<file path="src/rtl/fast_square_pkg.sv">
// Shared definitions for the fast-square frame receiver: marker word, FSM
// state encoding and the 33-bit sample record carried through the output FIFO.
package fast_square_pkg;

  localparam int          DATA_W      = 16;
  localparam logic [15:0] MARKER_WORD = 16'h8000;

  typedef enum logic [1:0] {
    ST_HUNT   = 2'd0,
    ST_MARKER = 2'd1,
    ST_FRAME  = 2'd2
  } state_t;

  typedef struct packed {
    logic signed [DATA_W-1:0] i;
    logic signed [DATA_W-1:0] q;
    logic                     last;
  } sample_t;

  function automatic logic is_marker(input logic [DATA_W-1:0] i_val,
                                     input logic [DATA_W-1:0] q_val);
    return (i_val == MARKER_WORD) && (q_val == MARKER_WORD);
  endfunction

endpackage

</file>
<file path="src/rtl/fast_square_sample_fifo.sv">
// Synchronous show-ahead FIFO of (I, Q, last) samples. The head is held in a
// register so it resets to zero and keeps its value while the FIFO is empty.
module fast_square_sample_fifo
  import fast_square_pkg::*;
#(
  parameter int DEPTH = 16
) (
  input  logic    clock,
  input  logic    reset,
  input  logic    i_push,
  input  sample_t i_push_data,
  input  logic    i_pop,
  output sample_t o_head,
  output logic    o_full,
  output logic    o_empty
);

  localparam int AW = $clog2(DEPTH);

  sample_t       r_mem [DEPTH];
  sample_t       r_head;
  logic [AW:0]   r_count;
  logic [AW-1:0] r_rd;
  logic [AW-1:0] r_wr;

  logic          w_do_pop;
  logic          w_do_push;
  logic [AW-1:0] w_rd_next;
  logic [AW:0]   w_cnt_after_pop;
  sample_t       w_head_next;

  assign o_empty         = (r_count == '0);
  assign o_full          = (r_count == (AW+1)'(DEPTH));
  assign w_do_pop        = i_pop && !o_empty;
  assign w_do_push       = i_push && (!o_full || w_do_pop);
  assign w_rd_next       = r_rd + AW'(w_do_pop);
  assign w_cnt_after_pop = r_count - (AW+1)'(w_do_pop);
  assign o_head          = r_head;

  // Next head: oldest surviving entry, else the incoming sample, else hold.
  always_comb begin
    w_head_next = r_head;
    if (w_cnt_after_pop != '0)
      w_head_next = r_mem[w_rd_next];
    else if (w_do_push)
      w_head_next = i_push_data;
  end

  always_ff @(posedge clock) begin
    if (w_do_push)
      r_mem[r_wr] <= i_push_data;
  end

  always_ff @(posedge clock) begin
    if (reset) begin
      r_count <= '0;
      r_rd    <= '0;
      r_wr    <= '0;
      r_head  <= '0;
    end else begin
      r_head <= w_head_next;
      r_rd   <= w_rd_next;
      if (w_do_push)
        r_wr <= r_wr + AW'(1);
      case ({w_do_push, w_do_pop})
        2'b10:   r_count <= r_count + (AW+1)'(1);
        2'b01:   r_count <= r_count - (AW+1)'(1);
        default: r_count <= r_count;
      endcase
    end
  end

endmodule

</file>
<file path="src/rtl/fast_square_frame_rx.sv">
// Frame receiver: hunts for a run of marker samples, then captures FRAME_LEN
// samples into the output FIFO. Define FAST_SQUARE_FRAME_RX_STATS_EN to add frame_count.
module fast_square_frame_rx
  import fast_square_pkg::*;
#(
  parameter int MARKER_MIN = 16,
  parameter int FRAME_LEN  = 64,
  parameter int FIFO_DEPTH = 16
) (
  input  logic                     clock,
  input  logic                     reset,
  input  logic                     in_strobe,
  input  logic signed [DATA_W-1:0] i_in,
  input  logic signed [DATA_W-1:0] q_in,
  output logic                     out_valid,
  input  logic                     out_ready,
  output logic signed [DATA_W-1:0] out_i,
  output logic signed [DATA_W-1:0] out_q,
  output logic                     out_last,
  output logic                     sync_lost,
  output logic                     overflow
`ifdef FAST_SQUARE_FRAME_RX_STATS_EN
  ,
  output logic [15:0]              frame_count
`endif
);

  localparam int RUN_W = $clog2(MARKER_MIN + 1);
  localparam int IDX_W = (FRAME_LEN > 1) ? $clog2(FRAME_LEN) : 1;
  localparam logic [RUN_W-1:0] RUN_MAX  = RUN_W'(MARKER_MIN);
  localparam logic [IDX_W-1:0] IDX_LAST = IDX_W'(FRAME_LEN - 1);

  state_t           r_state;
  logic [RUN_W-1:0] r_run;
  logic [IDX_W-1:0] r_idx;
  logic             r_sync_lost;
  logic             r_overflow;

  logic             w_marker;
  logic             w_data;
  logic             w_armed;
  logic             w_push;
  logic [IDX_W-1:0] w_push_idx;
  logic             w_last;
  logic             w_drop;
  logic             w_full;
  logic             w_empty;
  sample_t          w_push_data;
  sample_t          w_head;

  assign w_marker    = in_strobe && is_marker(i_in, q_in);
  assign w_data      = in_strobe && !w_marker;
  assign w_armed     = (r_run >= RUN_MAX);
  assign w_push      = w_data && ((r_state == ST_FRAME) ||
                                  ((r_state == ST_MARKER) && w_armed));
  assign w_push_idx  = (r_state == ST_FRAME) ? r_idx : '0;
  assign w_last      = (w_push_idx == IDX_LAST);
  assign w_push_data = '{i: i_in, q: q_in, last: w_last};
  // A full FIFO only makes room when the consumer pops in the same cycle.
  assign w_drop      = w_push && w_full && !out_ready;

  fast_square_sample_fifo #(
    .DEPTH (FIFO_DEPTH)
  ) u_fifo (
    .clock       (clock),
    .reset       (reset),
    .i_push      (w_push),
    .i_push_data (w_push_data),
    .i_pop       (out_ready),
    .o_head      (w_head),
    .o_full      (w_full),
    .o_empty     (w_empty)
  );

  assign out_valid = !w_empty;
  assign out_i     = w_head.i;
  assign out_q     = w_head.q;
  assign out_last  = w_head.last;
  assign sync_lost = r_sync_lost;
  assign overflow  = r_overflow;

  always_ff @(posedge clock) begin
    if (reset) begin
      r_state     <= ST_HUNT;
      r_run       <= '0;
      r_idx       <= '0;
      r_sync_lost <= 1'b0;
      r_overflow  <= 1'b0;
    end else begin
      r_sync_lost <= 1'b0;
      if (w_drop)
        r_overflow <= 1'b1;
      case (r_state)
        ST_HUNT: begin
          if (w_marker) begin
            r_state <= ST_MARKER;
            r_run   <= RUN_W'(1);
          end
        end
        ST_MARKER: begin
          if (w_marker) begin
            if (r_run < RUN_MAX)
              r_run <= r_run + RUN_W'(1);
          end else if (w_data) begin
            r_run <= '0;
            if (w_armed && !w_last) begin
              r_state <= ST_FRAME;
              r_idx   <= IDX_W'(1);
            end else begin
              r_state <= ST_HUNT;
              r_idx   <= '0;
            end
          end
        end
        ST_FRAME: begin
          if (w_marker) begin
            r_state     <= ST_MARKER;
            r_run       <= RUN_W'(1);
            r_idx       <= '0;
            r_sync_lost <= 1'b1;
          end else if (w_data) begin
            if (w_last) begin
              r_state <= ST_HUNT;
              r_idx   <= '0;
            end else begin
              r_idx <= r_idx + IDX_W'(1);
            end
          end
        end
        default: begin
          r_state <= ST_HUNT;
          r_run   <= '0;
          r_idx   <= '0;
        end
      endcase
    end
  end

`ifdef FAST_SQUARE_FRAME_RX_STATS_EN
  logic [15:0] r_frame_count;

  always_ff @(posedge clock) begin
    if (reset)
      r_frame_count <= '0;
    else if (w_push && w_last && !w_drop)
      r_frame_count <= r_frame_count + 16'd1;
  end

  assign frame_count = r_frame_count;
`endif

endmodule

</file>
<file path="config.mk">
export PLATFORM = sky130hd
export DESIGN_NAME = fast_square_frame_rx
export DESIGN_NICKNAME = d
export VERILOG_FILES = /design/src/rtl/fast_square_pkg.sv /design/src/rtl/fast_square_sample_fifo.sv /design/src/rtl/fast_square_frame_rx.sv
export SDC_FILE = /design/constraint.sdc
export NUM_CORES = 1
export LEC_CHECK = 0
export BUFFER_PORTS_ARGS = -buffer_cell sky130_fd_sc_hd__buf_2
export CAP_MARGIN = 20
export CORE_MARGIN = 2
export CORE_UTILIZATION = 55
export DETAILED_ROUTE_END_ITERATION = 12
export PLACE_DENSITY = 0.76
export SYNTH_ARGS = -nofsm -noshare
export SYNTH_HDL_FRONTEND = slang
export SYNTH_SLANG_ARGS = --single-unit
</file>
<file path="constraint.sdc">
create_clock -name clock -period 7.1 [get_ports clock]
set_input_delay 2.13 -clock clock [delete_from_list [all_inputs] [get_ports clock]]
set_output_delay 2.13 -clock clock [all_outputs]
set_load 0.005 [all_outputs]
</file>
After elaboration in Yosys (flattened, before gate mapping)
Memory sizes are Yosys's and may differ from the RTL's.
Index checks and enable logic that the tools add are counted.
{ "word_totals": {"register_bits": 61, "ramBits": 528, "in_bits": 36, "n_memories": 1} }
{ "op_classes": {"add_sub_neg": 7, "n_lt_le_gt_ge": 2, "n_eq_ne": 16, "muxes": 27, "bitwise": 2, "n_reduce_logical": 27} }
{ "memory_table": {"columns": ["name", "words", "width", "read_ports", "rd_ports_with_merged_regs", "write_ports", "line_no", "rtl"], "rows": [
  ["u_fifo.r_mem", 16, 33, 1, 0, 1, "fast_square_sample_fifo.sv:20", "sample_t r_mem [DEPTH];"]
]} }
{ "ops": {"columns": ["cell", "count"], "rows": [
  ["two-way mux 33 bit", 2],
  ["two-way mux 6 bit", 6],
  ["equality test 16 bit (second input constant)", 2],
  ["two-way mux 5 bit", 4],
  ["one-hot mux 5 bit (2 select lines)", 2],
  ["one-hot mux 6 bit (3 select lines)", 1],
  ["two-way mux 2 bit", 7],
  ["adder 5 x 1 -> 5 bit (second input constant)", 2],
  ["logical AND 1 bit", 10],
  ["!= test 3 bit (second input constant)", 3],
  ["adder 6 x 1 -> 6 bit (second input constant)", 1],
  ["equality test 6 bit (second input constant)", 1],
  ["!= test 2 bit (second input constant)", 3],
  ["one-hot mux 2 bit (3 select lines)", 1],
  ["equality test 5 bit (second input constant)", 1],
  ["greater-or-equal comparator 5 bit (second input constant)", 1],
  ["logical NOT 1 bit", 5],
  ["logical NOT 5 bit", 1],
  ["less-than comparator 5 bit (second input constant)", 1],
  ["AND reduction 5 bit", 1],
  ["nonzero test 5 bit", 1],
  ["subtractor 5 x 1 -> 5 bit", 1],
  ["subtractor 5 x 1 -> 5 bit (second input constant)", 1],
  ["adder 4 x 1 -> 4 bit", 1],
  ["13 further kinds", 22]
]} }

Depth between registers and ports, before layout
{ "depth": {"depth_word": 9, "depth_mapped": 13, "ltp_nobuf": 13} }

Hierarchy
Synthesis repeated with hierarchy kept, for this count alone.
{ "unflattened": {"cells_unflattened": 1267, "hier_area_um2": 23513.8} }
{ "by_module_without_submodules": {"columns": ["mod", "instances", "cells_per_inst", "area_per_inst_um2", "seq_area_each_um2"], "rows": [
  ["fast_square_sample_fifo", 1, 1119, 22250.1, 16776.1],
  ["fast_square_frame_rx", 1, 148, 1263.7, 300.3]
]} }

Least setup slack after synthesis
Ideal clock, no wire load.
{ "synth_timing": {"path_kind": "input to register", "start": "in q_in[15]", "end": "mem u_fifo.r_mem[0][0] (netlist bit), enable pin", "t_arrival_ns": 5.381, "required_time_ns": 6.636, "path_slack_ns": 1.254, "cell_stages": 8, "path_buffers": 2, "path_cell_list": "nor4b_1 > nand4_1 > o21ai_2 > nor2_1 > buf_6 > buf_4 > nand2_1 > nor3_1"} }
{ "synth_between": {"elab_chain_len": 9} }
{ "synth_rtl": {"columns": ["element", "line_no", "rtl"], "rows": [
  ["from (decl)", "fast_square_frame_rx.sv:14", "input logic signed [DATA_W-1:0] q_in,"],
  ["equality test 16 bit", "fast_square_pkg.sv:22", "return (i_val == MARKER_WORD) && (q_val == MARKER_WORD);"],
  ["logical AND 1 bit", "fast_square_pkg.sv:22", null],
  ["logical AND 1 bit", "fast_square_frame_rx.sv:51", "assign w_marker = in_strobe && is_marker(i_in, q_in);"],
  ["logical NOT 1 bit", "fast_square_frame_rx.sv:52", "assign w_data = in_strobe && !w_marker;"],
  ["logical AND 1 bit", "fast_square_frame_rx.sv:52", null],
  ["logical AND 1 bit", "fast_square_frame_rx.sv:54", "assign w_push = w_data && ((r_state == ST_FRAME) ||"],
  ["logical AND 1 bit", "fast_square_sample_fifo.sv:35", "assign w_do_push = i_push && (!o_full || w_do_pop);"],
  ["two-way mux 1 bit", "fast_square_sample_fifo.sv:50", "if (w_do_push)"],
  ["two-way mux 1 bit (not written as such)", "fast_square_sample_fifo.sv:51", "r_mem[r_wr] <= i_push_data;"],
  ["to (decl)", "fast_square_sample_fifo.sv:20", null]
]} }
No other way between the ends.

Worst setup path after layout
{ "layout_timing": {"start": "in out_ready", "end": "reg u_fifo.r_head (netlist bit u_fifo.o_head[19])"} }
{ "layout_between": {"elab_chain_len": 4, "elab_cells_between_ends": 9, "classes_between": "2 x add/sub; 1 x mux; 5 x reduce/logical; 1 x memory"} }
{ "layout_rtl": {"columns": ["element", "line_no", "rtl"], "rows": [
  ["from (decl)", "fast_square_frame_rx.sv:16", "input logic out_ready,"],
  ["logical AND 1 bit", "fast_square_sample_fifo.sv:34", "assign w_do_pop = i_pop && !o_empty;"],
  ["adder 4 x 1 -> 4 bit", "fast_square_sample_fifo.sv:36", "assign w_rd_next = r_rd + AW'(w_do_pop);"],
  ["via u_fifo.w_rd_next[1]", "fast_square_sample_fifo.sv:28", "logic [AW-1:0] w_rd_next;"],
  ["memory read (16 x 33 bit)", null, null],
  ["two-way mux 33 bit", "fast_square_sample_fifo.sv:43", "if (w_cnt_after_pop != '0)"],
  ["to (signal assigned)", "fast_square_sample_fifo.sv:61", "r_head <= w_head_next;"],
  ["to (decl)", "fast_square_sample_fifo.sv:21", "sample_t r_head;"]
]} }
The timed path passes the listed nets, and every way through them passes these cells.
A chain may end at the register's enable or synchronous reset.

==> flow_summary.toml <==
[grt]
grt_overflow = 0
antenna_found_initial = 2
grt_use_total_pct = 24.45
grt_pass1_vias = 13734
grt_max_degree = 116
grt_pass1_wl_um = 80910

[pwr]
power.density_nw_per_um2 = 313.5
p_sw_mw = 2.094
leakagePower_nw = 8.877
p_int_mw = 6.217
p_clk_share_pct = 37.2
ir_drop_mv = 0.2070
swShare_pct = 25.20
totalPowerFinal_mw = 8.311
combinationalPowerShare_pct = 16.6
power.share.sequential_pct = 46.1

[clocking]
worstSkewPairLatency_ns = 0.62
cts.clk_slew.worst_paths_ns = 0.06
cts_setup_buffers = 0
cts_hold_buffers = 0
cts_sinks = 589
clk_path_buf_depth = 3
cts_made_buffers = 56
cts.repair.resized = 0
cts_tree = "yes"
clock-root-buffer = "clkbuf_16"
htreeDepth = 2

[timing]
fmax_mhz = 195.3
rsz0062_at_grt = "no"
setup_viol = 0
hold-worst-slack_ns = 0.4884
slew_headroom_pct = 25.47
finalCritPeriodShare_pct = 72.10
worst_slew_pin_slew_ns = 1.118
slew_violations = 0
clock_skew_ns = 0.02921
period_needed_ns = 5.119
hold_viol_final = 0
tns_ns = 0

[detailed_routing]
route.antenna.remaining_nets = 0
drt-total-wl_um = 53510
dr.max_layer_used = "met5"
vias_per_cell = 6.162
post_drt_wl_per_cell_um = 23.81
drc = 0
dr.pass1.iters = 5
drt_iter0_markers = 1749
wl_met2_um = 25690
vias = 13847
wl_met3_um = 4832
wl_met1_um = 21210

[finish]
n_antenna_cell = 0
layout.cells.non_filler = 2247
drive_gt1_share_pct = 17.10
fin_nets = 1715
area_delta_synth_final_pct = 13.49

[placement]
io_buffers = 71
dpl.cell_count = 2139
place.gp.congestion = 0.7796
hpwlAfterDp_um = 28770

[floorplan]
die_x_um = 210.1
row_count = 75
design.core.area_um2 = 41950
die_height_um = 210.1
pin_count = 72
dieArea_um2 = 44130
initial_core_util_pct = 55.68

[synthesis]
ys_top_cells_by_area = "edfxtp_1 (68%), mux4_2 (6.4%), nand2_1 (5.7%)"
synth_cells = 1590
synth_seq_cells = 589
synth_most_common_cell = "edfxtp_1"
yosys_warnings = 0
ys_types = 52
synth_edf_count = 528
syn_nets = 1645
yosys_most_used_dff = "edfxtp_1"
synthTopCellsByCount = "edfxtp_1 (528), nand2_1 (352), a21oi_1 (211)"
ys_async_sr_fraction_pct = 0
syn-cell-area_um2 = 23360
yosys.area.top_type = "edfxtp_1"
yosys.area.top_type_share_pct = 67.88
ys_seq_area_share_pct = 73.11
syn_area_per_cell_um2 = 14.69

[critical_path]
arrival_ns = 5.54
max_stage_delay_ns = 0.99
slowest_stage = "nand2b_2"
cp-start-kind = "primary input"
crit_fanout = 48
worstPathRequired_ns = 7.52
crit_type = "in -> reg"
worstSetupEndpointType = "flip-flop"
path_cells = "buf_2 > a21bo_2 > inv_1 > ha_4 > ha_4 > nand2b_2 > a21oi_1 > or4_1 > a21oi_1 > o22ai_1"
reg2regPathDepth = 10

[hold_path]
hp-class = "reg -> reg"
whs_path_depth = 2

[flow_run]
max-cap-violations = 0

[outcome]
status = "finished, final reports clean"
## power groups by stage
stage | logic [mW] | registers, mW | clock network (mW)
6_report | 1.38 | 3.83 | 3.10
4_1_cts | 1.39 | 3.83 | 3.12
3_5_place_dp | 1.37 | 3.91 | 0
2_1_floorplan | 0.988 | 3.90 | 0
3_3_place_gp | 1.33 | 3.90 | 0
5_1_grt | 1.49 | 3.83 | 3.26
## through the flow
stage / setup WS [ns] / area, µm² / utilization [%]
2_1_floorplan: 1.254 / 23360 / -
3_5_place_dp: 1.422 / 24520 / 58.46
6_report: 1.981 / 26510 / 63.19
3_3_place_gp: 1.521 / 24470 / 58.34
4_1_cts: 2.016 / 26460 / 63.08
5_1_grt: 1.861 / 26510 / 63.19
## final timing paths
check                                               startpoint                              to  slack, ns
worst max-delay path                                 out_ready  u_fifo.o_head[19]$_SDFFE_PP0P_       1.98
worst min-delay path                     r_run[3]$_SDFFE_PP0P_           r_run[3]$_SDFFE_PP0P_       0.49
worst max register to register  u_fifo.r_count[1]$_SDFFE_PP0P_  u_fifo.o_head[19]$_SDFFE_PP0P_       2.92
worst min register to register           r_run[3]$_SDFFE_PP0P_           r_run[3]$_SDFFE_PP0P_       0.49
## worst max-delay path, delay by kind of cell
family	cells	cell delay [ns]
simple gates	2	1.58
buf+inv	2	0.21
compound gates	4	0.62
fa+ha+maj	2	0.93
## cell type report
class / instances / area [µm²]
sequential: 589 / 17080
fill: 2883 / 15440
multi-input combinational: 893 / 5993
clock buffer: 76 / 1556
timing repair buffer: 103 / 760.7
tap: 539 / 674.4
clock inverter: 30 / 381.6
inverter: 17 / 63.81
## per-layer routing
metal / GRT usage, % / up-vias
li1: - / 6120
met1: 33.53 / 6886
met2: 39.10 / 703
met3: 5.229 / 134
met4: 9.024 / 4
met5: 0 / -
## sequential cells by signal, indices dropped and copies added (netlist names)
register,flops
u_fifo.r_mem,528
u_fifo.r_wr,4
sync_lost,1
u_fifo.r_count,5
r_run,5
r_state,2
u_fifo.r_rd,4
overflow,1
r_idx,6
u_fifo.o_head,33
## cell families (layout without fill, tap and decap cells)
group           count (synthesis)  in the layout  share of synthesized area [%]
xor+xnor                       11             11                         0.4125
buf+inv                       108            226                          2.030
fa+ha+maj                      19             19                          1.050
flops                         589            589                          73.11
mux                           109            109                          8.234
compound gates                272            272                          6.268
simple gates                  482            482                          8.893
## cell usage in the layout, fill, tap and decap left out, drive strengths merged, types with 3 or more instances in the layout
cell / count
o22ai: 33
edfxtp: 528
nand2b: 7
o21ai: 10
xnor2: 9
nor3: 11
ha: 18
or4: 34
a21oi: 212
nor4: 8
nand3: 9
or2: 3
nor2: 39
bufinv: 8
dfxtp: 61
clkbuf: 76
buf: 103
clkinv: 21
mux4: 66
nor2b: 5
mux2i: 41
a211oi: 3
inv: 17
or3: 3
nand2: 352
Power figures use the tool's default switching activity.
